`src/rtl/uart_pkg.sv`:
```
// rtl/uart_pkg.sv - shared UART types and constants for the receiver and transmitter
package uart_pkg;

   localparam int DATA_BITS = 8;

   typedef enum logic [2:0] {
      IDLE    = 3'd0,
      START   = 3'd1,
      DATA    = 3'd2,
      STOP    = 3'd3,
      RECOVER = 3'd4
   } RxState_t;

   typedef enum logic [1:0] {
      TX_IDLE  = 2'd0,
      TX_START = 2'd1,
      TX_DATA  = 2'd2,
      TX_STOP  = 2'd3
   } TxState_t;

endpackage

```
`src/rtl/sync_2ff.sv`:
```
// rtl/sync_2ff.sv - two-flop synchronizer for asynchronous single-bit inputs
module sync_2ff #(
   parameter logic RESET_VAL = 1'b1
) (
   input  logic clk,
   input  logic rst,
   input  logic d,
   output logic q
);

   logic meta;

   always_ff @(posedge clk) begin
      if (rst) begin
         meta <= RESET_VAL;
         q    <= RESET_VAL;
      end else begin
         meta <= d;
         q    <= meta;
      end
   end

endmodule

```
`src/rtl/uart_rx.sv`:
```
// rtl/uart_rx.sv - 8N1 serial receiver with valid strobe and stop-bit error flag
module uart_rx
   import uart_pkg::*;
#(
   parameter int CLK_PER_BAUD = 16
) (
   input  logic                 clk,
   input  logic                 rst,
   input  logic                 rx,
   output logic [DATA_BITS-1:0] rx_byte,
   output logic                 valid,
   output logic                 frame_err,
   output logic                 busy
);

   localparam int HALF = CLK_PER_BAUD / 2;
   localparam int CW   = $clog2(CLK_PER_BAUD);
   localparam logic [CW-1:0] CNT_LAST  = CW'(CLK_PER_BAUD - 1);
   localparam logic [CW-1:0] HALF_LAST = CW'(HALF - 1);
   localparam logic [2:0]    BIT_LAST  = 3'(DATA_BITS - 1);

   logic                 rx_s;
   RxState_t             state, state_n;
   logic [CW-1:0]        clk_cnt, clk_cnt_n;
   logic [2:0]           bit_cnt, bit_cnt_n;
   logic [DATA_BITS-1:0] shreg, shreg_n;
   logic [DATA_BITS-1:0] rx_byte_n;
   logic                 valid_n, frame_err_n;

   sync_2ff #(.RESET_VAL(1'b1)) u_sync (
      .clk (clk),
      .rst (rst),
      .d   (rx),
      .q   (rx_s)
   );

   always_comb begin
      state_n     = state;
      clk_cnt_n   = clk_cnt + 1'b1;
      bit_cnt_n   = bit_cnt;
      shreg_n     = shreg;
      rx_byte_n   = rx_byte;
      valid_n     = 1'b0;
      frame_err_n = 1'b0;

      case (state)
         IDLE: begin
            clk_cnt_n = '0;
            if (!rx_s) state_n = START;
         end
         START: begin
            // Mid-start-bit check rejects glitches shorter than half a bit
            if (clk_cnt == HALF_LAST) state_n = rx_s ? IDLE : DATA;
         end
         DATA: begin
            if (clk_cnt == CNT_LAST) begin
               clk_cnt_n = '0;
               shreg_n   = {rx_s, shreg[DATA_BITS-1:1]};
               if (bit_cnt == BIT_LAST) begin
                  bit_cnt_n = '0;
                  state_n   = STOP;
               end else begin
                  bit_cnt_n = bit_cnt + 1'b1;
               end
            end
         end
         STOP: begin
            if (clk_cnt == CNT_LAST) begin
               if (rx_s) begin
                  rx_byte_n = shreg;
                  valid_n   = 1'b1;
                  state_n   = IDLE;
               end else begin
                  frame_err_n = 1'b1;
                  state_n     = RECOVER;
               end
            end
         end
         RECOVER: begin
            clk_cnt_n = '0;
            if (rx_s) state_n = IDLE;
         end
         default: begin
            clk_cnt_n = '0;
            state_n   = IDLE;
         end
      endcase

      if (state_n != state) clk_cnt_n = '0;
   end

   always_ff @(posedge clk) begin
      if (rst) begin
         state     <= IDLE;
         clk_cnt   <= '0;
         bit_cnt   <= '0;
         shreg     <= '0;
         rx_byte   <= '0;
         valid     <= 1'b0;
         frame_err <= 1'b0;
      end else begin
         state     <= state_n;
         clk_cnt   <= clk_cnt_n;
         bit_cnt   <= bit_cnt_n;
         shreg     <= shreg_n;
         rx_byte   <= rx_byte_n;
         valid     <= valid_n;
         frame_err <= frame_err_n;
      end
   end

   assign busy = (state != IDLE);

endmodule
```
`config.mk`:
```
export PLATFORM = sky130hd
export DESIGN_NAME = uart_rx
export DESIGN_NICKNAME = d
export VERILOG_FILES = /design/src/rtl/uart_pkg.sv /design/src/rtl/sync_2ff.sv /design/src/rtl/uart_rx.sv
export SDC_FILE = /design/constraint.sdc
export NUM_CORES = 1
export LEC_CHECK = 0
export CAP_MARGIN = 20
export CORE_MARGIN = 5
export CORE_UTILIZATION = 40
export CTS_CLUSTER_SIZE = 8
export DETAILED_ROUTE_END_ITERATION = 10
export HOLD_SLACK_MARGIN = 0.15
export MAX_ROUTING_LAYER = met4
export PLACE_DENSITY = 0.7
export RECOVER_POWER = 50
export SYNTH_ARGS = -nofsm -noshare
export SYNTH_HDL_FRONTEND = slang
export SYNTH_SLANG_ARGS = --single-unit
```
`constraint.sdc`:
```
create_clock -name clk -period 3.66 [get_ports clk]
set_clock_uncertainty 0.15 [all_clocks]
set_input_delay 0.732 -clock clk [delete_from_list [all_inputs] [get_ports clk]]
set_output_delay 0.732 -clock clk [all_outputs]
set_load 0.02 [all_outputs]
```
==> metrics.md, run 1 <==
| Metric | Value |
|---|---|
| Post-CTS resize count | `0` |
| Adder-cell share of the synthesized area | `0.03080` |
| Warnings from Yosys | `0` |
| CTS tree | `built` |
| Setup CP Type | `register to primary output` |
| Die X-Extent | `65.20 um` |
| Hold WC Path Type | `register to register` |
| Largest net degree at the start of global routing | `29` |
| DP HPWL | `1463 um` |
| Tightest Pin Transition | `1062 ps` |
| Clk pwr share | `0.373` |
| Full die area | `4250 um2` |
| Reg power frac | `0.601` |
| Reg2Reg Launch Point | `clk_cnt[0]` |
| First-pass GRT wire length | `3815 um` |
| Period utilization | `0.6974` |
| Setup Viol. Count Final | `0` |
| DP Area | `1328 um2` |
| Area share of xor/xnor cells in the synthesized design | `0.02156` |
| Vias/cell | `5.193` |
| Gr usage total | `0.1247` |
| Largest family of logic cells by synthesized area | `simple AND/OR/NAND/NOR gates` |
| Yosys cell types | `31` |
| H-tree depth | `2` |
| Grt ovf | `0` |
| Antenna Cells | `0` |
| Postcts setup bufs | `0` |
| Post-Syn Instances | `119` |
| Origin of the worst setup path | `state[2]` |
| CP arrival | `1670 ps` |
| Root Buffer | `clkbuf_4` |
| I/O pin count | `14` |
| Synth Area in Compound Gates | `0.04517` |
| Final WL | `~2100 um` |
| Clk slew on worst S/H paths | `90 ps` |
| Pwr dens | `~400 nW/um2` |
| CTS Buffer Depth | `2` |
| Worst Setup EP | `busy` |
| Syn-to-layout area delta | `13.55%` |
| VDD IR max | `0.1864 mV` |
| # DRC | `0` |
| Crit. End Element | `primary output` |
| Cell Area, Synth | `1219 um2` |
| Initial Utilization | `0.4092` |
| Drt wl/cell | `12.93 um` |
| Row cnt | `20` |
| Final instance area | `1384 um2` |
| Layout cells sized above 1 | `0.06015` |
| Gate power share | `0.026` |
| Lkg Pwr | `0.4955 nW` |
| Maxcap violations | `0` |
| Post-route minimum period | `between 2000 and 3000 ps` |
| Share of the yosys chip area belonging to registers | `0.4928` |
| Unrepaired setup endpoints after global routing | `false` |
| Post-synthesis mux area share | `0.1561` |
| Avg Synthesized Cell Area | `roughly 10 um2` |
| Final nets | `~140` |
| Syn_nets | `125` |
| Via count | `862` |
| Initial antenna violation count | `0` |
| Outcome | `finished, final reports clean` |
| Switch Pwr | `approximately 0.12 mW` |
| Clk_lat worst skew | `330 ps` |
| Max-slew violations | `0` |
| Global placer's final weighted congestion | `0.9327` |
| Port Buffers | `13` |
| Setup TNS | `0 ps` |
| Initial DRT Pass Iterations | `4` |
| Worst-path maximum fanout | `10` |
| FF-to-FF setup slack | `1530 ps` |
| FMAX | `0.3918 GHz` |
| Synth Register Bits | `30` |
| R2R cell count | `5` |
| CORE AREA | `2978 um2` |
| Critical path launch point type | `register` |
| FF-to-FF End | `shreg[2]` |
| Simple-Gate Fraction of Synth Area | `0.1899` |
| Cts hold-fix bufs | `0` |
| Crit path required time | `2780 ps` |
| Clock buffer count from CTS | `5` |
| Int Pwr | `approximately 0.43 mW` |
| Final Hold Vio Count | `0` |
| Chip Height | `65.20 um` |
| Slew HR | `0.2919` |
| Clk sinks | `30` |
| Vias in the first global route | `833` |
| Initial DRC Count | `31` |
| Sw frac | `0.2245` |
| Detail Route Antenna Nets | `0` |
==> layout by cell type (no fill, tap or decap), types with 2 or more instances in the layout <==
cell             count
nor2_1              28
nand3_1              2
ha_1                 3
dfxtp_1             30
dlygate4sd3_1        5
mux2i_1             19
xnor2_1              2
nor4_1               2
a21oi_1              3
or2_1                2
clkbuf_1             2
inv_1                2
clkdlybuf4s50_1      8
and4_1               2
clkbuf_4             5
==> cell families (layout without fill, tap and decap cells) <==
group / Yosys count / in the layout
simple gates: 47 / 47
mux: 19 / 19
flops: 30 / 30
compound gates: 7 / 7
xor+xnor: 3 / 3
buf+inv: 10 / 24
fa+ha+maj: 3 / 3
==> power groups by stage <==
| stage | clock network, mW | registers, mW | logic (mW) |
|---|---|---|---|
| finish | 0.206 | 0.331 | 0.0143 |
| CTS | 0.214 | 0.331 | 0.0152 |
| detailed placement | 0 | 0.338 | 0.0152 |
| floorplan | 0 | 0.337 | 0.0100 |
| global placement | 0 | 0.338 | 0.0150 |
| global route | 0.232 | 0.331 | 0.0161 |
==> registers in the layout, indices dropped and copies added (netlist names) <==
register and count:
shreg 8, u_sync.q 1, valid 1, frame_err 1, rx_byte 8, clk_cnt 4
bit_cnt 3, state 3, u_sync.meta 1
==> through the flow <==
step                      hold WS, ps  power (mW)  worst slack [ps]    util  instances
final                           264.8      0.5505              1107  0.4647        166
after global routing            288.4      0.5790              1009  0.4647        166
after CTS                       267.1      0.5594              1090  0.4660        166
after detailed placement        245.1      0.3534              1386  0.4458        158
after floorplan                 233.2      0.3475              1887       -        119
after global placement          239.4      0.3530              1434  0.4458        158
==> per-layer routing <==
metal,GRT usage,share of wire,wire length (um),up-vias
met5,-,0,0,-
met4,0.1088,0.045,97,0
met3,0.04274,0.053,113,7
met2,0.1719,0.47,998,28
met1,0.1424,0.44,936,393
li1,-,-,-,434
==> final cells by class <==
| class | instances | area [um2] |
|---|---|---|
| Clock inverter | 1 | 5.005 |
| Multi-Input combinational cell | 79 | 540.5 |
| Tap cell | 33 | 41.29 |
| Sequential cell | 30 | 600.6 |
| Inverter | 2 | 7.507 |
| Fill cell | 277 | 1594 |
| Timing Repair Buffer | 14 | 133.9 |
| Clock buffer | 7 | 55.05 |
==> worst min path at each step <==
stage / slack [ps] / to / startpoint / cells after the start
3_3_place_gp: 240 / u_sync.q / u_sync.meta / 1
2_1_floorplan: 230 / u_sync.q / u_sync.meta / 1
5_1_grt: 290 / u_sync.q / u_sync.meta / 1
4_1_cts: 270 / u_sync.q / u_sync.meta / 1
6_report: 260 / u_sync.q / u_sync.meta / 1
3_5_place_dp: 250 / u_sync.q / u_sync.meta / 1
==> worst max-delay path: stages, from the launching register on <==
cell and delay [ps]:
dfxtp_1 400, or3_1 400, clkdlybuf4s50_1 540
==> cells in the mapped netlist <==
| master | number | area [um2] |
|---|---|---|
| a21oi_1 | 3 | 15.01 |
| a2111oi_2 | 1 | 15.01 |
| or3_1 | 1 | 6.260 |
| ha_1 | 3 | 37.54 |
| mux2i_1 | 19 | 190.2 |
| inv_1 | 2 | 7.510 |
| nor3b_1 | 1 | 7.510 |
| nand3_1 | 2 | 10.01 |
| and3b_1 | 1 | 8.760 |
| and4_1 | 2 | 17.52 |
| dfxtp_1 | 30 | 600.6 |
| and3_1 | 1 | 6.260 |
| o211ai_1 | 1 | 7.510 |
| nor2b_1 | 1 | 6.260 |
| xnor2_1 | 2 | 17.52 |
| nand2_1 | 1 | 3.750 |
| buf_6 | 3 | 33.78 |
| clkbuf_1 | 3 | 11.26 |
| nand2b_1 | 1 | 6.260 |
| and4b_1 | 1 | 10.01 |
| and2_1 | 1 | 6.260 |
| nor3_1 | 1 | 5.000 |
| xor2_1 | 1 | 8.760 |
| nor4_1 | 2 | 12.51 |
| nor2_1 | 28 | 105.1 |
| or2_1 | 2 | 12.51 |
| a311oi_1 | 1 | 8.760 |
| buf_2 | 1 | 5.000 |
| or4_1 | 1 | 7.510 |
| a2111oi_0 | 1 | 8.760 |
| buf_12 | 1 | 20.02 |
Note: power is estimated with default switching activity, not from simulation.
==> inputs of run 2 (changes only) <==
PLACE_DENSITY = 0.72   (was 0.7)
clock period = 2.2 ns   (was 3.66 ns; I/O delays follow)
==> run 2 against run 1 <==
  * Cell count increased by 1.2%
  * Hold slack improved by 14 ps
  * Sequential power increased by 66%
  * Combinational power increased by 72%
  * Design area increased by 2.0%
  * Via count decreased by 0.12%
  * Sequential cell count unchanged
  * Routed wire length decreased by 3.7%
  * Critical path depth unchanged
  * Count of clock-buffer cells in the layout decreased by 2
==> metrics.md, run 2 (same netlist as run 1, synthesis figures left out) <==
| Metric | Value |
|---|---|
| Antenna Cells | `0 (unchanged)` |
| Layout cells sized above 1 | `0.08889 (+0.02874)` |
| Port Buffers | `13 (unchanged)` |
| Via count | `861 (-0.12%)` |
| CTS tree | `built` |
| Initial Utilization | `0.4092 (unchanged)` |
| Outcome | `finished, final reports clean` |
| DP Area | `1343 um2 (+1.1%)` |
| Vias/cell | `5.125 (-1.3%)` |
| CP arrival | `1430 ps (-240 ps)` |
| Detail Route Antenna Nets | `0 (unchanged)` |
| Row cnt | `20 (unchanged)` |
| Final Hold Vio Count | `0 (unchanged)` |
| Slew HR | `0.6498 (+0.3579)` |
| R2R cell count | `6 (+1)` |
| Post-route minimum period | `2017 ps` |
| Clk sinks | `30 (unchanged)` |
| DP HPWL | `1428 um (-2.4%)` |
| Crit. End Element | `primary output` |
| Most common cell after layout, fill and taps aside | `dfxtp_1` |
| Grt ovf | `0 (unchanged)` |
| Post-CTS resize count | `1 (+1)` |
| H-tree depth | `2 (unchanged)` |
| Initial antenna violation count | `0 (unchanged)` |
| Lkg Pwr | `0.5314 nW (+7.2%)` |
| Unrepaired setup endpoints after global routing | `false` |
| Final instance area | `1411 um2 (+2.0%)` |
| Full die area | `4250 um2 (unchanged)` |
| Root Buffer | `clkbuf_4` |
| Die X-Extent | `65.20 um (unchanged)` |
| Critical path launch point type | `register` |
| First-pass GRT wire length | `3801 um (-0.37%)` |
| Setup CP Type | `register to primary output` |
| Clk slew on worst S/H paths | `90 ps (about the same)` |
| Largest net degree at the start of global routing | `28 (-3.4%)` |
| I/O pin count | `14 (unchanged)` |
| Chip Height | `65.20 um (unchanged)` |
| Initial DRC Count | `32 (+3.2%)` |
| Origin of the worst setup path | `state[2]` |
| Reg2Reg Launch Point | `clk_cnt[0]` |
| Max-slew violations | `0 (unchanged)` |
| Clk_lat worst skew | `330 ps (about the same)` |
| Hold WC Path Type | `register to register` |
| Commonest non-fill, non-tap cells in the layout | `dfxtp_1 (30), nor2_1 (28), mux2i_1 (19)` |
| Final WL | `2066 um (-3.7%)` |
| Final nets | `140 (+1.4%)` |
| Syn-to-layout area delta | `15.81%` |
| Cts hold-fix bufs | `0 (unchanged)` |
| CTS Buffer Depth | `2 (unchanged)` |
| Period utilization | `0.9169` |
| Hold_sp | `u_sync.meta` |
| CORE AREA | `2978 um2 (unchanged)` |
| Maxcap violations | `0 (unchanged)` |
| # DRC | `0 (unchanged)` |
| Worst Hold Depth | `1 (unchanged)` |
| Gr usage total | `0.1201 (-0.004573)` |
| Drt wl/cell | `12.30 um (-4.9%)` |
| FMAX | `0.4957 GHz` |
| Postcts setup bufs | `0 (unchanged)` |
| Setup TNS | `0 ps (unchanged)` |
| Global placer's final weighted congestion | `0.8943 (-4.1%)` |
| Initial DRT Pass Iterations | `4 (unchanged)` |
| Clock buffer count from CTS | `5 (unchanged)` |
| Setup Viol. Count Final | `0 (unchanged)` |
| Vias in the first global route | `854 (+2.5%)` |
| VDD IR max | `0.2596 mV (+39%)` |
| Crit path required time | `1610 ps (-1170 ps)` |
| Top flop regs | `rx_byte (8), shreg (8), clk_cnt (4)` |
| Worst-path maximum fanout | `10 (unchanged)` |
| Tightest Pin Transition | `525.2 ps (-536.9 ps)` |
| Pwr dens | `705.0 nW/um2 (+77%)` |
-- run 2: path summary, 6_finish.rpt --
check	to	slack (ps)
min	u_sync.q	280
max	busy	180
min reg2reg	u_sync.q	280
max reg2reg	rx_byte[0]	230
-- run 2: report_power, final --
group | switching, mW | internal [mW] | leakage [nW] | total, mW
clock network | 0.185 | 0.235 | 0.0450 | 0.420
logic | 0.0152 | 0.00947 | 0.244 | 0.0246
registers | 0.00419 | 0.546 | 0.242 | 0.550
-- run 2: area by class of cell --
| type | instances | area [um2] |
|---|---|---|
| inverters | 2 | 7.507 |
| fillers | 289 | 1567 |
| well taps | 33 | 41.29 |
| repair buffers | 16 | 143.9 |
| clock inverters | 3 | 40.04 |
| flip-flops and latches | 30 | 600.6 |
| multi-input cells | 79 | 540.5 |
| clock buffers | 5 | 37.54 |
-- run 2: stage by stage --
| step | setup WS [ps] | util | std cells | hold slack [ps] | power, mW |
|---|---|---|---|---|---|
| 6_report | 182.8 | 0.4740 | 168 | 278.7 | 0.9950 |
| 3_5_place_dp | 306.5 | 0.4508 | 160 | 262.7 | 0.5893 |
| 3_3_place_gp | 309.3 | 0.4508 | 160 | 238.3 | 0.5876 |
| 5_1_grt | 55.88 | 0.4740 | 168 | 288.6 | 1.041 |
| 4_1_cts | 163.2 | 0.4765 | 168 | 286.4 | 1.010 |
| 2_1_floorplan | 549.8 | - | 119 | 233.2 | 0.5781 |
-- run 2: critical path, stage by stage (launching register included) --
cell and delay (ps):
dfxtp_1 400, or3_1 380, dlygate4sd2_1 320
-- run 2: routing by layer --
layer | GRT usage | vias up | routed length [um]
li1 | - | 437 | -
met1 | 0.1335 | 391 | 908
met2 | 0.1846 | 22 | 992
met3 | 0.03077 | 11 | 86
met4 | 0.09067 | 0 | 78
met5 | - | - | 0
